**config.mk**
```make
export PLATFORM = sky130hd
export DESIGN_NAME = reg_stream_master
export DESIGN_NICKNAME = d
export VERILOG_FILES = /design/src/rtl/reg_stream_master_pkg.sv /design/src/rtl/reg_stream_master.sv
export SDC_FILE = /design/constraint.sdc
export NUM_CORES = 1
export LEC_CHECK = 0
export CAP_MARGIN = 25
export CORE_MARGIN = 1.5
export CORE_UTILIZATION = 46
export CTS_BUF_LIST = sky130_fd_sc_hd__clkbuf_8
export CTS_CLUSTER_DIAMETER = 150
export DETAILED_ROUTE_END_ITERATION = 6
export PLACE_DENSITY_LB_ADDON = 0.08
export SLEW_MARGIN = 15
export SYNTH_ARGS = -nofsm -noshare
export SYNTH_HDL_FRONTEND = slang
export SYNTH_SLANG_ARGS = --single-unit
```
**constraint.sdc**
```tcl
create_clock -name clk_i -period 8.5 [get_ports clk_i]
set_input_delay 1.275 -clock clk_i [delete_from_list [all_inputs] [get_ports clk_i]]
set_output_delay 1.275 -clock clk_i [all_outputs]
set_load 0.01 [all_outputs]
```
**src/rtl/reg_stream_master_pkg.sv**
```systemverilog
// Shared types for reg_stream_master: the FSM state encoding, the buffered
// response record and the default Regbus request/response structs.
package reg_stream_master_pkg;

  localparam int unsigned AddrWidthDef = 32;
  localparam int unsigned DataWidthDef = 32;

  typedef enum logic [1:0] {
    IDLE = 2'd0,
    BUS  = 2'd1,
    RESP = 2'd2
  } state_e;

  typedef struct packed {
    logic [DataWidthDef-1:0] rdata;
    logic                    error;
    logic                    timeout;
  } rsp_t;

  typedef struct packed {
    logic [AddrWidthDef-1:0]   addr;
    logic                      write;
    logic [DataWidthDef-1:0]   wdata;
    logic [DataWidthDef/8-1:0] wstrb;
    logic                      valid;
  } reg_req_default_t;

  typedef struct packed {
    logic [DataWidthDef-1:0] rdata;
    logic                    error;
    logic                    ready;
  } reg_rsp_default_t;

  // Wide enough to hold TimeoutCycles itself; never narrower than one bit.
  function automatic int unsigned cnt_width(input int unsigned timeout_cycles);
    int unsigned w;
    w = $clog2(timeout_cycles + 1);
    return (w < 1) ? 1 : w;
  endfunction

endpackage

```
**src/rtl/reg_stream_master.sv**
```systemverilog
// Single-outstanding Regbus command issuer: command stream in, one Regbus
// access at a time, buffered response stream out, with an access timeout.
module reg_stream_master
  import reg_stream_master_pkg::*;
#(
  parameter int unsigned AddrWidth     = AddrWidthDef,
  parameter int unsigned DataWidth     = DataWidthDef,
  parameter int unsigned TimeoutCycles = 1024,
  parameter type         reg_req_t     = reg_req_default_t,
  parameter type         reg_rsp_t     = reg_rsp_default_t
) (
  input  logic                   clk_i,
  input  logic                   rst_i,
  input  logic                   cmd_valid_i,
  output logic                   cmd_ready_o,
  input  logic [AddrWidth-1:0]   cmd_addr_i,
  input  logic                   cmd_write_i,
  input  logic [DataWidth-1:0]   cmd_wdata_i,
  input  logic [DataWidth/8-1:0] cmd_wstrb_i,
  output logic                   rsp_valid_o,
  input  logic                   rsp_ready_i,
  output logic [DataWidth-1:0]   rsp_rdata_o,
  output logic                   rsp_error_o,
  output logic                   rsp_timeout_o,
  output reg_req_t               reg_req_o,
  input  reg_rsp_t               reg_rsp_i,
  output logic                   busy_o
);

  localparam int unsigned CntW     = cnt_width(TimeoutCycles);
  localparam int unsigned LimitInt = (TimeoutCycles == 0) ? 0 : TimeoutCycles - 1;
  localparam logic [CntW-1:0] CntLimit = CntW'(LimitInt);
  localparam logic [CntW-1:0] CntMax   = '1;
  localparam bit TimeoutEn = (TimeoutCycles != 0);

  state_e                 state_q, state_d;
  logic [AddrWidth-1:0]   addr_q, addr_d;
  logic                   write_q, write_d;
  logic [DataWidth-1:0]   wdata_q, wdata_d;
  logic [DataWidth/8-1:0] wstrb_q, wstrb_d;
  logic [CntW-1:0]        cnt_q, cnt_d;
  rsp_t                   rsp_q, rsp_d;

  // NOTE: every variable gets its hold value first, so no path leaves one unassigned and no latch is inferred.
  always_comb begin
    state_d = state_q;
    addr_d  = addr_q;
    write_d = write_q;
    wdata_d = wdata_q;
    wstrb_d = wstrb_q;
    cnt_d   = cnt_q;
    rsp_d   = rsp_q;

    unique case (state_q)
      IDLE: begin
        if (cmd_valid_i) begin
          addr_d  = cmd_addr_i;
          write_d = cmd_write_i;
          wdata_d = cmd_write_i ? cmd_wdata_i : '0;
          wstrb_d = cmd_write_i ? cmd_wstrb_i : '0;
          cnt_d   = '0;
          state_d = BUS;
        end
      end
      BUS: begin
        // A ready landing on the limit cycle still completes normally.
        if (reg_rsp_i.ready) begin
          rsp_d.rdata   = write_q ? '0 : reg_rsp_i.rdata;
          rsp_d.error   = reg_rsp_i.error;
          rsp_d.timeout = 1'b0;
          state_d       = RESP;
        end else if (TimeoutEn && (cnt_q == CntLimit)) begin
          rsp_d.rdata   = '0;
          rsp_d.error   = 1'b1;
          rsp_d.timeout = 1'b1;
          state_d       = RESP;
        end else if (cnt_q != CntMax) begin
          cnt_d = cnt_q + 1'b1;
        end
      end
      RESP: begin
        if (rsp_ready_i) state_d = IDLE;
      end
      default: state_d = IDLE;
    endcase
  end

  // NOTE: state flops use non-blocking assignments so every flop samples pre-edge values.
  always_ff @(posedge clk_i or posedge rst_i) begin
    if (rst_i) begin
      state_q <= IDLE;
      addr_q  <= '0;
      write_q <= 1'b0;
      wdata_q <= '0;
      wstrb_q <= '0;
      cnt_q   <= '0;
      rsp_q   <= '0;
    end else begin
      state_q <= state_d;
      addr_q  <= addr_d;
      write_q <= write_d;
      wdata_q <= wdata_d;
      wstrb_q <= wstrb_d;
      cnt_q   <= cnt_d;
      rsp_q   <= rsp_d;
    end
  end

  // Outputs depend only on flops; reg_rsp_i never reaches an output combinationally.
  always_comb begin
    reg_req_o       = '0;
    reg_req_o.addr  = addr_q;
    reg_req_o.write = write_q;
    reg_req_o.wdata = wdata_q;
    reg_req_o.wstrb = wstrb_q;
    reg_req_o.valid = (state_q == BUS);
  end

  assign cmd_ready_o   = (state_q == IDLE);
  assign busy_o        = (state_q != IDLE);
  assign rsp_valid_o   = (state_q == RESP);
  assign rsp_rdata_o   = rsp_q.rdata;
  assign rsp_error_o   = rsp_q.error;
  assign rsp_timeout_o = rsp_q.timeout;

endmodule

```
==> results.json <==
{
  "status": "finished, final reports clean",
  "drcViolationCount": 0,
  "core_area_mm2": 0.00973,
  "yosysTopAreaCellShare_pct": 63.3,
  "yosysSeqAreaShare_pct": 63.3,
  "rrSetupSlack_ps": 6300,
  "cts_root_buf": "clkbuf_8",
  "drive_above_1_share_pct": 6.97,
  "worst_ep_required_time_ps": 7220,
  "postCtsSetupBuffers": 0,
  "num_rows": 36,
  "cp_data_arrival_time_ps": 1910,
  "drtAntennaViolNets": 0,
  "finalSetupViolCount": 0,
  "drv_cap": 0,
  "ctsResizeCount": 0,
  "fin_crit_sh_pct": 37.5,
  "crit_slowest_cell": "clkdlybuf4s50_1",
  "slew_headroom_pct": 50.3,
  "rr_endpoint": "cnt_q[3]",
  "cts_tree": "yes",
  "ys_top_cells_by_count": "nand2_1, dfrtp_1, nand3_1, a22o_1, clkbuf_1",
  "yosys_warnings": 0,
  "ys.flop_type": "dfrtp_1",
  "pin_count": 214,
  "power_mw": 2.50,
  "synth_area_leaders": "dfrtp_1, nand2_1, a22o_1, nand3_1, buf_2",
  "cts_hold_buf": 0,
  "antennaDiodeCount": 0,
  "pre_cts_ws_ps": 5220,
  "rr_startpoint": "state_q[1]",
  "synth-seq-cells": 116,
  "fin_tns_setup_ps": 0,
  "worst_pin_slew_ps": 745,
  "p_per_area_mw_per_mm2": 347,
  "grt_use_total_pct": 23.8,
  "critPathMaxStageDelay_ps": 640,
  "crit_type": "reg2out",
  "grt_pass1_vias": 3844,
  "hold-path-endpoint": "wstrb_q[2]",
  "die_w_um": 103,
  "clk_path_buf_depth": 2,
  "p_leak_nw": 3.44,
  "hold_path_depth": 2,
  "placed_area_mm2": 0.00679,
  "fin_crit_ps": 3190,
  "synth_edf_count": 0,
  "drtIter0Drc": 132,
  "cts_buffers": 17,
  "reg2reg_depth": 5,
  "synth_top_area_cell": "dfrtp_1",
  "vias": 4032,
  "synth_area_per_cell_um2": 10.1,
  "grt_setup_unrepaired": "no",
  "die_area_mm2": 0.0106,
  "syn-cell-area_mm2": 0.00458,
  "synth_fp_nets": 560,
  "dp_hpwl_um": 8630,
  "gr-total-overflow": 0,
  "synthToLayoutAreaGrowth_pct": 57.7,
  "drt-total-wl_um": 12400,
  "wl_per_cell_um": 15.4,
  "grt_pass1_wl_um": 19000,
  "peakVddDrop_v": 0.000175,
  "start_kind": "flop",
  "vias_per_cell": 5.00,
  "clk_pin_slew_worst_paths_ps": 60,
  "hold_path.class": "reg2reg",
  "nNetsFinal": 770,
  "io_buffers": 213,
  "drtPass1Iterations": 4,
  "crit_fanout": 7,
  "htree_levels": 4,
  "postSynthCellCount": 452,
  "synthDistinctLibCells": 35,
  "antenna_found_initial": 0,
  "async_flop_share_pct": 100,
  "cts.sinks": 116,
  "setup_ws_ps": 5310,
  "start_util_pct": 47.1,
  "clkLatencyLatePin_ps": 420,
  "hp-start": "wstrb_q[2]",
  "skew_ps": 10.0,
  "crit_path_end_kind": "output port",
  "fmax_mhz": 314,
  "chipHeight_um": 103,
  "crit_chain": "nor2b_1 > clkdlybuf4s50_1",
  "place.gp.congestion": 0.819,
  "grt_max_degree": 85,
  "final_area_mm2": 0.00723,
  "synth_most_common_cell": "nand2_1",
  "slew_viol_final": 0,
  "finalHoldViolCount": 0
}
-- worst max-delay path by stage --
stage                        end  cells after the start         from
floorplan              addr_q[0]                      1        rst_i
global placement        cnt_q[3]                      5  cmd_valid_i
detailed placement      cnt_q[3]                      5  cmd_valid_i
CTS                 reg_req_o[0]                      2   state_q[0]
global route        reg_req_o[0]                      2   state_q[0]
finish              reg_req_o[0]                      2   state_q[0]
-- critical path, delay by kind of cell, from the launching register on --
kind | cells | cell delay [ps]
buffers and inverters | 1 | 640
DFF | 1 | 480
and+or+nand+nor | 1 | 390
-- through the flow --
stage	std cells	hold WS (ps)	utilization (%)
after floorplan	452	489	-
after global placement	774	449	69.6
after detailed placement	775	456	69.8
after CTS	806	470	74.0
after global routing	807	494	74.3
final	807	466	74.3
-- state kept, by name, indices dropped and copies added (netlist names) --
register,flops
addr_q,32
rsp_rdata_o,32
wdata_q,32
cnt_q,11
wstrb_q,4
state_q,2
rsp_error_o,1
rsp_timeout_o,1
write_q,1
-- metal layers --
metal,vias to the layer above,GRT usage (%),part of all wire (%)
met5,-,0,0
met4,0,8.52,1.5
met3,17,9.29,10
met2,174,38.9,49
met1,1931,28.9,39
li1,1910,-,-
-- cells in the final DEF (no fill, tap or decap), drive strengths merged, types with 3 or more instances in the layout --
cell           netlist  final
nor2b                3      3
dfrtp              116    116
nand3               37     37
buf                 17      7
clkinvlp             0      3
o21ai                9      9
clkbuf              12     20
inv                  5      7
a21oi                6      6
clkdlybuf4s50        0    213
bufinv               0      3
clkinv               0      3
nor2                 9      9
xor2                 5      5
a22o                32     32
nand2              179    179
-- cell type report --
type | count | area [um^2]
clock buffers | 20 | 275
clock inverters | 11 | 135
fillers | 724 | 2500
inverters | 5 | 21.3
multi-input cells | 302 | 1520
flip-flops and latches | 116 | 2900
well taps | 133 | 166
repair buffers | 220 | 2210
-- kinds of logic (layout without fill, tap and decap cells) --
group                    Yosys count  in the layout  synth area share, %
flip-flops                       116            116                 63.3
adder cells (fa/ha/maj)            1              1                0.273
AND/OR/NAND/NOR                  243            243                 22.6
XOR/XNOR                           5              5                0.955
AO/OA/AOI/OAI                     53             53                 9.12
buffers and inverters             34            256                 3.69
-- where the power goes --
| group | leakage (nW) | internal (mW) | switching, mW | total, mW |
|---|---|---|---|---|
| logic | 1.73 | 0.576 | 0.487 | 1.06 |
| clock network | 0.209 | 0.308 | 0.213 | 0.521 |
| registers | 1.49 | 0.785 | 0.135 | 0.920 |
| total | 3.44 | 1.67 | 0.836 | 2.50 |
No activity file was read; power rests on OpenSTA's default activity.
